===== src/rtl/prg_arbiter.sv =====
// Round-robin arbiter sharing one pseudorandom byte generator between GA requesters.
// One PRG transaction at a time; a watchdog aborts a hung PRG with an error response.
module prg_arbiter #(
  parameter int NUM_REQ = 4,
  parameter int TIMEOUT = 64,
  parameter int CNT_W   = 7
) (
  input  logic               clk,
  input  logic               reset,
  input  logic [NUM_REQ-1:0] req,
  output logic [NUM_REQ-1:0] rsp_valid,
  output logic [7:0]         rsp_data,
  output logic               rsp_err,
  output logic               busy,
  output logic               prg_start,
  input  logic [7:0]         prg_value,
  input  logic               prg_done,
  output logic [1:0]         dbg_state
);

  localparam int PTR_W = (NUM_REQ > 1) ? $clog2(NUM_REQ) : 1;

  localparam logic [1:0] ST_IDLE    = 2'd0;
  localparam logic [1:0] ST_ISSUE   = 2'd1;
  localparam logic [1:0] ST_WAIT    = 2'd2;
  localparam logic [1:0] ST_DELIVER = 2'd3;

  localparam logic [NUM_REQ-1:0] ONE_HOT0 = NUM_REQ'(1);

  logic [1:0]         r_state;
  logic [PTR_W-1:0]   r_rr_ptr;
  logic [PTR_W-1:0]   r_grant;
  logic [CNT_W-1:0]   r_wdog;
  logic [NUM_REQ-1:0] r_rsp_valid;
  logic [7:0]         r_rsp_data;
  logic               r_rsp_err;
  logic               r_busy;
  logic               r_prg_start;

  logic               w_found;
  logic [PTR_W-1:0]   w_pick;
  logic [PTR_W-1:0]   w_next_ptr;
  int                 w_idx;

  // First set request scanning upward from r_rr_ptr, wrapping modulo NUM_REQ.
  always_comb begin
    w_found = 1'b0;
    w_pick  = '0;
    w_idx   = 0;
    for (int i = 0; i < NUM_REQ; i++) begin
      w_idx = int'(r_rr_ptr) + i;
      if (w_idx >= NUM_REQ) w_idx = w_idx - NUM_REQ;
      if (!w_found && req[PTR_W'(w_idx)]) begin
        w_found = 1'b1;
        w_pick  = PTR_W'(w_idx);
      end
    end
    w_next_ptr = (w_pick == PTR_W'(NUM_REQ - 1)) ? '0 : w_pick + 1'b1;
  end

  // PRG handshake: prg_start is a one-cycle strobe; the PRG later answers with a
  // one-cycle prg_done carrying prg_value. prg_done is only honoured in WAIT, so
  // stale strobes in any other state are dropped.
  always_ff @(posedge clk) begin
    if (reset) begin
      r_state     <= ST_IDLE;
      r_rr_ptr    <= '0;
      r_grant     <= '0;
      r_wdog      <= '0;
      r_rsp_valid <= '0;
      r_rsp_data  <= '0;
      r_rsp_err   <= 1'b0;
      r_busy      <= 1'b0;
      r_prg_start <= 1'b0;
    end else begin
      r_prg_start <= 1'b0;
      r_rsp_valid <= '0;
      r_rsp_data  <= '0;
      r_rsp_err   <= 1'b0;
      case (r_state)
        ST_IDLE: begin
          r_busy <= w_found;
          if (w_found) begin
            r_grant     <= w_pick;
            r_rr_ptr    <= w_next_ptr;
            r_prg_start <= 1'b1;
            r_state     <= ST_ISSUE;
          end
        end
        ST_ISSUE: begin
          r_wdog  <= '0;
          r_busy  <= 1'b1;
          r_state <= ST_WAIT;
        end
        ST_WAIT: begin
          r_wdog <= r_wdog + 1'b1;
          r_busy <= 1'b1;
          // A done on the last watchdog cycle still counts as a good result.
          if (prg_done) begin
            r_rsp_data  <= prg_value;
            r_rsp_valid <= ONE_HOT0 << r_grant;
            r_state     <= ST_DELIVER;
          end else if (r_wdog == CNT_W'(TIMEOUT - 1)) begin
            r_rsp_err   <= 1'b1;
            r_rsp_valid <= ONE_HOT0 << r_grant;
            r_state     <= ST_DELIVER;
          end
        end
        default: begin
          r_busy  <= 1'b0;
          r_state <= ST_IDLE;
        end
      endcase
    end
  end

  assign rsp_valid = r_rsp_valid;
  assign rsp_data  = r_rsp_data;
  assign rsp_err   = r_rsp_err;
  assign busy      = r_busy;
  assign prg_start = r_prg_start;
  assign dbg_state = r_state;

endmodule


===== config.mk =====
export PLATFORM = sky130hd
export DESIGN_NAME = prg_arbiter
export DESIGN_NICKNAME = d
export VERILOG_FILES = /design/src/rtl/prg_arbiter.sv
export SDC_FILE = /design/constraint.sdc
export NUM_CORES = 1
export LEC_CHECK = 0
export BUFFER_PORTS_ARGS = -buffer_cell sky130_fd_sc_hd__buf_2
export CAP_MARGIN = 20
export CORE_MARGIN = 4
export CORE_UTILIZATION = 35
export CTS_CLUSTER_DIAMETER = 80
export DETAILED_ROUTE_END_ITERATION = 7
export PLACE_DENSITY = 0.63
export RECOVER_POWER = 25
export SYNTH_ARGS = -nofsm -noshare
export SYNTH_HDL_FRONTEND = slang
export SYNTH_SLANG_ARGS = --single-unit
export TNS_END_PERCENT = 30

===== constraint.sdc =====
create_clock -name clk -period 2.1 [get_ports clk]
set_clock_uncertainty 0.05 [all_clocks]
set_input_delay 0.42 -clock clk [delete_from_list [all_inputs] [get_ports clk]]
set_output_delay 0.42 -clock clk [all_outputs]
set_load 0.02 [all_outputs]

==> results.json <==
{
  "slew_headroom_pct": 67.91,
  "powerDensity_nw_per_um2": 1117,
  "vias_per_cell": 4.544,
  "syn_avg_cell_area_um2": 9.443,
  "drc": 0,
  "arrival_ns": 1.81,
  "ant_nets": 0,
  "finalNonFillerCells": 195,
  "fmax_ghz": 0.6196,
  "clk_path_buf_depth": 2,
  "h-tree-depth": 1,
  "nets": 171,
  "grt_max_degree": 17,
  "path_delay_family": "compound AO/OA/AOI/OAI gates",
  "final_cell_mix": "dfxtp_1, buf_2, nor2_1",
  "fill_cells": 320,
  "fin_tns_setup_ns": 0,
  "ys_ff_latch": 28,
  "max_slew.worst_pin.slew_ns": 0.4784,
  "hold_path_class": "input pin to register",
  "antenna_found_initial": 0,
  "start_util_pct": 36.49,
  "setup-violations-final": 0,
  "rrSetupSlack_ns": 0.49,
  "max_cap_viol_count": 0,
  "period_share_pct": 76.85,
  "clk_latency_ns": 0.31,
  "synth_cell_type_count": 32,
  "finalCriticalPeriod_ns": 1.614,
  "min_delay_worst_endpoint": "rsp_err$_SDFF_PP0_",
  "wl_um": 2020,
  "finalPower_mw": 1.501,
  "ys_seq_area_share_pct": 50.74,
  "wl_per_cell_um": 10.36,
  "cts_resized": 0,
  "hold_viol": 0,
  "crit_buf_inv": 0,
  "slowest_stage": "dfxtp_1",
  "path_clk_slew_ns": 0.15,
  "grt.met2_usage_pct": 17.68,
  "endpoint_kind": "register",
  "synth_nets": 136,
  "syn-cell-area_um2": 1105,
  "irDropWorstVdd_mv": 0.5068,
  "io_buffers": 31,
  "dp_cells": 191,
  "rsz0062_at_grt": "false",
  "post_cts_buffers": 0,
  "first_pass_iters": 4,
  "cts_tree": "done",
  "crit_chain": "ha_1 > and4_1 > a31oi_1 > a22o_1 > nand3b_1 > o21ai_0",
  "r2r-start": "r_wdog[0]$_SDFFE_PP0N_",
  "fp-row-count": 20,
  "start_kind": "register",
  "grt_pass1_wl_um": 3298,
  "cts.sinks": 28,
  "cts-buffers-inserted": 3,
  "synthCells": 117,
  "fp.dieH_um": 64.19,
  "diodes": 0,
  "whs_ns": 0.2211,
  "cts_hold_buf": 0,
  "drt_iter0_markers": 10,
  "finish.utilization_pct": 44.38,
  "setup.worst_path.class": "register to register",
  "worstPathRequired_ns": 2.30,
  "cts_root_buf": "clkbuf_4",
  "p_leak_nw": 0.5736,
  "layout-drive-gt1-share_pct": 19.21,
  "dp_hpwl_um": 1582,
  "die_w_um": 64.19,
  "final_common_cell": "dfxtp_1",
  "cp_slowest_stage_delay_ns": 0.36,
  "yosysWarnings": 0,
  "syn_to_final_growth_pct": 21.63,
  "r2r-end": "dbg_state[1]$_SDFFE_PP0P_",
  "die_area_um2": 4120,
  "grt_pass1_vias": 805,
  "status": "finished, final reports clean",
  "hold_depth": 2,
  "vias": 886,
  "busiest_layer": "met2",
  "grt_overflow": 0,
  "rr_worst_depth": 6,
  "grtUsageMet3_pct": 2.988,
  "io_pins": 32,
  "met1_usage_pct": 10.97,
  "groute.usage.overall_pct": 10.02,
  "crit_fanout": 4,
  "maxSlewViolCount": 0,
  "core_area_um2": 3028,
  "place_congestion": 0.7528,
  "hp-start": "prg_done"
}
[cell usage after synthesis]
master	instances	area share (%)
nor2b_1	1	0.57
nand3_1	3	1.4
a21oi_1	7	3.2
and4_1	1	0.79
nand3b_1	2	1.4
and2_1	8	4.5
nand4_1	2	1.1
inv_1	8	2.7
a211oi_2	1	1.1
dfxtp_1	28	51
o21a_1	1	0.68
a22oi_1	1	0.68
o21ai_0	5	2.3
xnor2_1	3	2.4
nor2_1	13	4.4
nand2_1	5	1.7
a211oi_4	1	1.8
a31oi_1	1	0.57
nor3b_1	1	0.68
clkbuf_1	1	0.34
or3_1	1	0.57
nand2b_1	6	3.4
ha_1	4	4.5
a221oi_1	1	0.79
or2_1	1	0.57
a22o_1	2	1.6
and3_1	1	0.57
buf_2	1	0.45
a21o_1	1	0.68
xor2_1	3	2.4
nor3_1	2	0.91
nor4_1	1	0.57
[through the flow]
| stage | cell area [um2] | setup slack, ns |
|---|---|---|
| 2_1_floorplan | 1105 | 0.3723 |
| 3_3_place_gp | 1314 | 0.5358 |
| 3_5_place_dp | 1314 | 0.5105 |
| 4_1_cts | 1366 | 0.4724 |
| 5_1_grt | 1344 | 0.3434 |
| 6_report | 1344 | 0.4861 |
[worst max-delay path by stage]
stage	depth (start not counted)	endpoint	startpoint
after CTS	6	dbg_state[1]$_SDFFE_PP0P_	r_wdog[0]$_SDFFE_PP0N_
after floorplan	6	r_wdog[5]$_SDFFE_PP0N_	dbg_state[0]$_SDFFE_PP0P_
final	6	dbg_state[1]$_SDFFE_PP0P_	r_wdog[0]$_SDFFE_PP0N_
after detailed placement	5	r_rr_ptr[1]$_SDFFE_PP0P_	req[2]
after global routing	6	dbg_state[0]$_SDFFE_PP0P_	r_wdog[0]$_SDFFE_PP0N_
after global placement	6	dbg_state[0]$_SDFFE_PP0P_	r_wdog[0]$_SDFFE_PP0N_
[registers in the layout, indices dropped and copies added (netlist names), named ones only]
register   flops
r_rr_ptr       1
dbg_state      2
r_wdog         7
busy           1
r_grant        2
rsp_data       8
prg_start      1
rsp_err        1
rsp_valid      4
[per-layer routing]
| layer | vias up | routed length, um |
|---|---|---|
| met3 | 4 | 87 |
| li1 | 467 | - |
| met2 | 15 | 1038 |
| met4 | 0 | 32 |
| met1 | 400 | 862 |
| met5 | - | 0 |
[final cells by class]
cell class	instances	area [um2]	area share (%)
sequential	28	560.5	41.71
timing repair buffer	32	152.6	11.36
multi-input combinational	79	493.0	36.69
tap	44	55.05	4.097
clock buffer	3	22.52	1.676
inverter	8	30.03	2.235
clock inverter	1	30.03	2.235
[power by group]
part           internal (mW)  total [mW]  switching (mW)
sequential             0.611       0.670          0.0595
combinational          0.198       0.487           0.290
clock                  0.193       0.343           0.150
[cells by family (layout without fill, tap and decap cells)]
kind of cell    after synthesis  after routing  share of synthesized area, %
compound gates               21             21                         13.36
xor+xnor                      6              6                         4.757
fa+ha+maj                     4              4                         4.530
buf+inv                      10             44                         3.510
flops                        28             28                         50.74
simple gates                 48             48                         23.11
Power figures use the tool's default switching activity.
